--- src/rtl/instr_fetch_unit.sv ---
// Instruction fetch stage for the 5-stage RV32I core.
// Issues word requests to instruction memory under a credit rule, tracks the
// PC of every outstanding request, buffers responses in a small FIFO and
// presents the FIFO head to decode. Flushes from EX redirect the fetch PC and
// discard any responses still in flight.
// Optional feature: define STATIC_BRANCH_PREDICT_EN to predict backward
// conditional branches as taken; without it fetch is purely sequential and
// prediction_pt_op stays 0.
module instr_fetch_unit #(
  parameter logic [31:0] RESET_PC        = 32'h0000_0000,
  parameter int unsigned FIFO_DEPTH      = 2,
  parameter int unsigned MAX_OUTSTANDING = 2
) (
  input  logic        clock,
  input  logic        reset,
  input  logic        stall_ip,
  input  logic        flush_ip,
  input  logic [31:0] redirect_pc_ip,
  output logic        imem_req_op,
  output logic [31:0] imem_addr_op,
  input  logic        imem_gnt_ip,
  input  logic        imem_rvalid_ip,
  input  logic [31:0] imem_rdata_ip,
  output logic        instr_data_valid_op,
  output logic [31:0] instr_data_op,
  output logic [31:0] pc_op,
  output logic [31:0] pc4_op,
  output logic        prediction_pt_op
);

  localparam int unsigned FA_W  = $clog2(FIFO_DEPTH);
  localparam int unsigned PQ_W  = (MAX_OUTSTANDING > 1) ? $clog2(MAX_OUTSTANDING) : 1;
  localparam int unsigned CNT_W = $clog2(FIFO_DEPTH + MAX_OUTSTANDING + 1);

  typedef enum logic [1:0] {
    S_IDLE,
    S_FETCH,
    S_DRAIN
  } state_e;

  typedef struct packed {
    logic [31:0] instr;
    logic [31:0] pc;
    logic        pred;
  } entry_t;

  state_e           state_q, state_d;
  logic [31:0]      fetch_pc_q, fetch_pc_d;
  logic [CNT_W-1:0] out_q, out_d;
  logic [CNT_W-1:0] disc_q, disc_d;
  logic [CNT_W-1:0] fifo_cnt_q, fifo_cnt_d;
  logic [FA_W-1:0]  fifo_wr_q, fifo_wr_d;
  logic [FA_W-1:0]  fifo_rd_q, fifo_rd_d;
  logic [PQ_W-1:0]  pq_wr_q, pq_wr_d;
  logic [PQ_W-1:0]  pq_rd_q, pq_rd_d;
  logic             req_q, req_d;

  entry_t           fifo_mem [FIFO_DEPTH];
  logic [31:0]      pq_mem   [MAX_OUTSTANDING];

  entry_t           head;
  entry_t           push_entry;
  logic             head_valid;
  logic             fire;
  logic             push;
  logic             pop;
  logic             pq_push;

  function automatic logic [PQ_W-1:0] pq_inc(input logic [PQ_W-1:0] p);
    return (p == PQ_W'(MAX_OUTSTANDING - 1)) ? '0 : p + 1'b1;
  endfunction

`ifdef STATIC_BRANCH_PREDICT_EN
  localparam logic [6:0] OPC_BRANCH = 7'b1100011;

  function automatic logic [31:0] b_imm(input logic [31:0] w);
    return {{20{w[31]}}, w[7], w[30:25], w[11:8], 1'b0};
  endfunction
`endif

  assign head       = fifo_mem[fifo_rd_q];
  assign head_valid = (fifo_cnt_q != '0);
  assign fire       = req_q & imem_gnt_ip;

  // Next-state logic: request/response accounting, flush and drain handling.
  always_comb begin
    // NOTE: every signal written here gets a default first so no latch is inferred.
    state_d    = state_q;
    fetch_pc_d = fetch_pc_q;
    disc_d     = disc_q;
    fifo_wr_d  = fifo_wr_q;
    fifo_rd_d  = fifo_rd_q;
    fifo_cnt_d = fifo_cnt_q;
    pq_wr_d    = pq_wr_q;
    pq_rd_d    = pq_rd_q;
    push       = 1'b0;
    pq_push    = 1'b0;
    push_entry = '{instr: imem_rdata_ip, pc: pq_mem[pq_rd_q], pred: 1'b0};
    pop        = head_valid & ~stall_ip & ~flush_ip;
    // Outstanding count is the same in every state: grants add, responses retire.
    out_d      = out_q + CNT_W'(fire) - CNT_W'(imem_rvalid_ip);

    if (flush_ip) begin
      // Everything still in flight (including this cycle's grant) becomes a discard.
      fetch_pc_d = redirect_pc_ip & 32'hFFFF_FFFC;
      fifo_wr_d  = '0;
      fifo_rd_d  = '0;
      fifo_cnt_d = '0;
      pq_wr_d    = '0;
      pq_rd_d    = '0;
      disc_d     = out_d;
      state_d    = (out_d != '0) ? S_DRAIN : S_FETCH;
    end else begin
      unique case (state_q)
        S_IDLE: state_d = S_FETCH;
        S_FETCH: begin
          if (fire) begin
            fetch_pc_d = fetch_pc_q + 32'd4;
            pq_push    = 1'b1;
            pq_wr_d    = pq_inc(pq_wr_q);
          end
          if (imem_rvalid_ip) begin
            push    = 1'b1;
            pq_rd_d = pq_inc(pq_rd_q);
`ifdef STATIC_BRANCH_PREDICT_EN
            if (imem_rdata_ip[6:0] == OPC_BRANCH && imem_rdata_ip[31]) begin
              // Backward branch: follow it and drop the younger sequential requests.
              push_entry.pred = 1'b1;
              fetch_pc_d      = pq_mem[pq_rd_q] + b_imm(imem_rdata_ip);
              pq_wr_d         = '0;
              pq_rd_d         = '0;
              disc_d          = out_d;
              state_d         = (out_d != '0) ? S_DRAIN : S_FETCH;
            end
`endif
          end
        end
        S_DRAIN: begin
          if (imem_rvalid_ip) begin
            disc_d = disc_q - 1'b1;
            if (disc_q == CNT_W'(1)) state_d = S_FETCH;
          end
        end
        default: state_d = S_IDLE;
      endcase

      if (push) fifo_wr_d = fifo_wr_q + 1'b1;
      if (pop)  fifo_rd_d = fifo_rd_q + 1'b1;
      fifo_cnt_d = fifo_cnt_q + CNT_W'(push) - CNT_W'(pop);
    end

    // Credit rule: never request more than the FIFO could absorb.
    req_d = (state_d == S_FETCH)
         && ((out_d + fifo_cnt_d) < CNT_W'(FIFO_DEPTH))
         && (out_d < CNT_W'(MAX_OUTSTANDING));
  end

  // Control state registers.
  always_ff @(posedge clock or posedge reset) begin
    if (reset) begin
      state_q    <= S_IDLE;
      fetch_pc_q <= RESET_PC;
      out_q      <= '0;
      disc_q     <= '0;
      fifo_cnt_q <= '0;
      fifo_wr_q  <= '0;
      fifo_rd_q  <= '0;
      pq_wr_q    <= '0;
      pq_rd_q    <= '0;
      req_q      <= 1'b0;
    end else begin
      // NOTE: non-blocking assignments so every register samples pre-edge values.
      state_q    <= state_d;
      fetch_pc_q <= fetch_pc_d;
      out_q      <= out_d;
      disc_q     <= disc_d;
      fifo_cnt_q <= fifo_cnt_d;
      fifo_wr_q  <= fifo_wr_d;
      fifo_rd_q  <= fifo_rd_d;
      pq_wr_q    <= pq_wr_d;
      pq_rd_q    <= pq_rd_d;
      req_q      <= req_d;
    end
  end

  // Instruction buffer and request-PC queue storage.
  always_ff @(posedge clock) begin
    // NOTE: storage is not reset; validity comes from the reset counters/pointers.
    if (push)    fifo_mem[fifo_wr_q] <= push_entry;
    if (pq_push) pq_mem[pq_wr_q]     <= fetch_pc_q;
  end

  assign imem_req_op         = req_q;
  assign imem_addr_op        = req_q ? fetch_pc_q : '0;
  assign instr_data_valid_op = head_valid;
  assign instr_data_op       = head_valid ? head.instr : '0;
  assign pc_op               = head_valid ? head.pc : '0;
  assign pc4_op              = head_valid ? head.pc + 32'd4 : '0;
  assign prediction_pt_op    = head_valid & head.pred;

  // A response with nothing outstanding means the memory broke the protocol.
  a_no_orphan_rvalid: assert property (@(posedge clock) disable iff (reset)
    imem_rvalid_ip |-> (out_q != '0));

endmodule
--- config.mk ---
export PLATFORM = sky130hd
export DESIGN_NAME = instr_fetch_unit
export DESIGN_NICKNAME = d
export VERILOG_FILES = /design/src/rtl/instr_fetch_unit.sv
export SDC_FILE = /design/constraint.sdc
export NUM_CORES = 1
export LEC_CHECK = 0
export ABC_AREA = 1
export BUFFER_PORTS_ARGS = -buffer_cell sky130_fd_sc_hd__buf_2
export CELL_PAD_IN_SITES_DETAIL_PLACEMENT = 1
export CELL_PAD_IN_SITES_GLOBAL_PLACEMENT = 2
export CORE_ASPECT_RATIO = 1.4
export CORE_MARGIN = 1.5
export CORE_UTILIZATION = 36
export CTS_CLUSTER_SIZE = 30
export DETAILED_ROUTE_END_ITERATION = 10
export PLACE_DENSITY = 0.92
export SYNTH_ARGS = -nofsm -noshare
export SYNTH_HDL_FRONTEND = slang
export SYNTH_SLANG_ARGS = --single-unit
--- constraint.sdc ---
create_clock -name clock -period 11.1 [get_ports clock]
set_input_delay 2.22 -clock clock [delete_from_list [all_inputs] [get_ports clock]]
set_output_delay 2.22 -clock clock [all_outputs]
set_load 0.01 [all_outputs]
# == Yosys cells after proc, flatten, opt, wreduce, memory -nomap -nowiden ==
# Memories as Yosys holds them, arrays and structs flattened.
# Cells that the tools add are included.
# classes
n_reduce_logical,14
bitwise,6
order_cmp,2
eq_ne,4
addsub,12
mux,39
# ops
op,count
32-bit two-way mux,7
32-bit by 3-bit adder with 32-bit output (second input constant),2
1-bit two-way mux,23
3-bit two-way mux,4
2-bit nonzero test,6
2-bit two-way mux,4
3-bit by 1-bit adder with 3-bit output,2
3-bit by 2-bit less-than comparator with 1-bit output (second input constant),2
2-bit case mux with 3 select lines,1
2-bit AND reduction,3
3-bit nonzero test,2
3-bit by 1-bit subtractor with 3-bit output,2
1-bit adder (second input constant),4
2-bit by 1-bit == test with 1-bit output (second input constant),2
3-bit adder,1
1-bit bitwise AND,3
3-bit by 1-bit == test with 1-bit output (second input constant),1
3-bit by 1-bit subtractor with 3-bit output (second input constant),1
2-bit == test (second input constant),1
1-bit logical AND,2
2-bit logical NOT,1
1-bit NOT,2
1-bit bitwise AND (second input constant),1
# totals
wordCells,89
memories,2
ramBits,192
register_bits,48
out_inout_bits,131
# mem_list
memory,depth,width,rd,rd_clocked_by_memory_dff,wr,line_no,text
fifo_mem,2,64,1,0,1,58,entry_t fifo_mem [FIFO_DEPTH];
pq_mem,2,32,1,0,1,59,logic [31:0] pq_mem [MAX_OUTSTANDING];

# == Logic depth before layout (Yosys ltp) ==
# depth
ltp_word,10
mapped_depth,18
ltp_nobuf,18

# == Worst setup path before layout ==
# No wires, ideal clock.
# synth_timing
path_kind,input-to-reg
start,input port flush_ip
end,"memory fifo_mem[0][10] in the netlist's numbering, enable pin"
path_buffers,1
setup_ns,0.484
slack_ns,5.400
cell_stages,4
arrival_ns,5.217
t_required_ns,10.616
cell_sequence,clkbuf_1 -> nor2_1 -> inv_1 -> nor2_1
# synth_via
elab_chain_cells,3
# synth_lines
item,line_no,text
"start, declared",17,"input logic flush_ip,"
1-bit two-way mux,103,if (flush_ip) begin
1-bit two-way mux,189,if (push) fifo_mem[fifo_wr_q] <= push_entry;
1-bit two-way mux (not written as such),189,
"end, declared",58,
# Every way passes these cells.

# == Final worst setup path ==
# layout_timing
start,register fifo_rd_q
end,output port pc4_op[14]
# layout_via
elab_chain_cells,3
# layout_lines
item,line_no,text
"start, declared",53,"logic [FA_W-1:0] fifo_rd_q, fifo_rd_d;"
"start signal, assigned",179,fifo_rd_q <= fifo_rd_d;
memory 2 x 64 bit,-,
32-bit by 3-bit adder with 32-bit output,198,assign pc4_op = head_valid ? head.pc + 32'd4 : '0;
32-bit two-way mux,198,
"end, declared",27,"output logic [31:0] pc4_op,"
# Every way passes these cells.

==> flow_metrics.tcl <==
set metrics [dict create \
    overflow 0 \
    wirelength_met1_um 13000 \
    status "complete, no violations" \
    met3_length_um 1390 \
    power_uw 2900 \
    nets 1611 \
    rsz0062_at_grt "no" \
    r2r_end "imem_req_op$_DFF_PP0_" \
    wl_met2_um 16600 \
    yosysSeqAreaShare_pct 57.7 \
    wirelength_um 31800 \
    timing.hold.ws_ps 550 \
    clock-sinks 230 \
    fmax_ghz 0.174 \
    synth_cells 1346 \
    avgViaCountPerCell 4.77 \
    grt_max_degree 69 \
    clk_path_buf_depth 3 \
    htreeDepth 1 \
    hold_start "pq_mem[0][30]$_DFFE_PP_" \
    crit_type "flop to output port" \
    crit_chain "buf_4 > o21ai_1 > inv_1 > ha_1 > nand2_1 > nor2_2 > nand2_2 > nor2_2 > o21ai_0 > o21ai_1 > inv_1 > buf_2" \
    fin_skew_ps 14.8 \
    final_common_cell "nand2_1" \
    synth.avg_cell_area_um2 8.60 \
    firstDrtPassIters 4 \
    multiInputGateArea_um2 4010 \
    rr_startpoint "imem_req_op$_DFF_PP0_" \
    cts_tree "built" \
    crit_slowest_cell "dfrtp_2" \
    cts_root_buffer "clkbuf_16" \
    ys_types 39 \
    reg2reg_depth 11 \
    cts_setup_buffers 0 \
    cts_made_buffers 24 \
    grt_usage_pct 19.3 \
    crit_arrival_ps 3540 \
    fin_ws_ps 5340 \
    nFillCells 3774 \
    grt_pass1_wl_um 51100 \
    period_needed_ps 5760 \
    clock_latency_ps 530 \
    wl_per_cell_um 16.4 \
    slew_violations 0 \
    start_util_pct 36.6 \
    drcViolationCount 0 \
    p_leak_uw 0.00670 \
    powerDensity_nw_per_um2 212 \
    coreArea_um2 31600 \
    die_width_um 155 \
    maxSlewHeadroom_pct 25.6 \
    num_antenna_cells 0 \
    die_area_um2 33200 \
    hold_violations 0 \
    crit_path_start "fifo_rd_q$_DFFE_PP0P_" \
    r2r_slack_ps 7620 \
    drt_iter0_drc 475 \
    ys.flop_type "edfxtp_1" \
    seq_area_um2 6680 \
    finalNonFillerCells 1943 \
    worst_slew_pin_slew_ps 1120 \
    grt_pass1_vias 9718 \
    startpoint_type "flop" \
    endpoint "pc4_op[14]" \
    synth_area_um2 11600 \
    tns_ps 0 \
    grt_antenna_before_repair 0 \
    synth_seq_cells 230 \
    io_pins 201 \
    cpPeakStageDelay_ps 710 \
    dp_hpwl_um 23300 \
    dieHeight_um 215 \
    crit_path_end_kind "output port" \
    path_clk_slew_ps 70 \
    rows 77 \
    crit_fanout 39 \
    finalCritPeriodShare_pct 51.8 \
    crit_required_ps 8880 \
    hp-class "flop to flop" \
    irDropWorstVdd_mv 0.121 \
    drive_above_1_share_pct 19.1 \
    synthArstFlopShare_pct 20.0 \
    gp_congestion 0.855 \
    yosysWarnings 0 \
    final_cell_mix "563 x nand2_1, 191 x buf_2, 184 x edfxtp_1, 175 x inv_1, 103 x nor2_1" \
    finalSetupViolations 0 \
    top_layer_used "met4" \
    num_vias 9276 \
    placed_cells 1899 \
    antenna_left 0 \
    maxCapViolCount 0 \
    io_buffers 191 \
    cts_hold_buf 0 \
    synth-edff-count 184 \
    syn2layout_area_growth_pct 18.5 \
    post_cts_resized 0 \
    post-place-ws_ps 5810 \
]
[synthesized netlist by cell type, drive strengths merged (8+ instances only)]
library cell,count,area share (%)
nand2,595,20
edfxtp,184,48
inv,179,5.8
nor2,122,4.5
nand3,50,2.2
dfrtp,46,9.9
o21ai,35,1.5
clkbuf,28,0.91
buf,20,1.3
a21oi,15,0.65
nor3,13,0.56
a22oi,12,0.78
xnor2,10,0.76
ha,8,0.87
xor2,8,0.61
[worst max-delay path: cells and delay by family, from the launching register on]
| family | cells | cell delay (ps) |
|---|---|---|
| AO/OA/AOI/OAI | 3 | 450 |
| adder cells (fa/ha/maj) | 1 | 260 |
| buffers and inverters | 4 | 880 |
| flip-flops | 1 | 710 |
| AND/OR/NAND/NOR | 4 | 680 |
[power breakdown]
part	leakage, uW	switching, uW	total [uW]	internal, uW
Clock	0.000407	349	857	508
Combinational	0.00407	677	992	314
Sequential	0.00222	68.6	1050	985
[how the worst min path moves through the flow]
stage,cells after the start,end,slack (ps)
global route,2,fifo_mem[1][14]$_DFFE_PP_,570
global placement,2,fifo_mem[0][29]$_DFFE_PP_,520
CTS,2,fifo_mem[0][25]$_DFFE_PP_,550
finish,2,fifo_mem[0][30]$_DFFE_PP_,550
floorplan,0,pq_mem[0][4]$_DFFE_PP_,440
detailed placement,2,fifo_mem[1][18]$_DFFE_PP_,530
[logic make-up after synthesis]
group	synth area share, %
and+or+nand+nor	28.0
DFF	57.7
buffers and inverters	8.02
AOI/OAI and AO/OA	3.49
xor gates and xnor gates	1.36
adders and majority gates	1.38
other	0.0324
[area by class of cell]
class,instances,share of cell area [%]
Clock inverter,17,1.50
Clock buffer,27,4.62
Tap cell,395,3.60
Inverter,179,4.90
Multi-Input combinational cell,895,29.2
Sequential cell,230,48.7
Timing Repair Buffer,200,7.46
[stage by stage]
stage                     instance area [um2]  utilization [%]
after floorplan                         11600                -
after global placement                  12900             40.7
after detailed placement                12900             40.7
after CTS                               13700             43.4
after global routing                    13700             43.4
final                                   13700             43.4
[routing by layer]
| metal | track usage [%] | vias up |
|---|---|---|
| met1 | 22.7 | 4422 |
| met2 | 36.1 | 221 |
| met5 | 0 | - |
| met4 | 5.64 | 0 |
| met3 | 2.74 | 47 |
| li1 | - | 4586 |
[sequential cells by signal, indices dropped and copies added (netlist names)]
register / count
pq_rd_q: 1
fetch_pc_q: 30
fifo_wr_q: 1
pq_wr_q: 1
fifo_mem: 124
state_q: 2
imem_req_op: 1
disc_q: 3
fifo_cnt_q: 3
out_q: 3
pq_mem: 60
fifo_rd_q: 1
No activity file was read; power rests on OpenSTA's default activity.
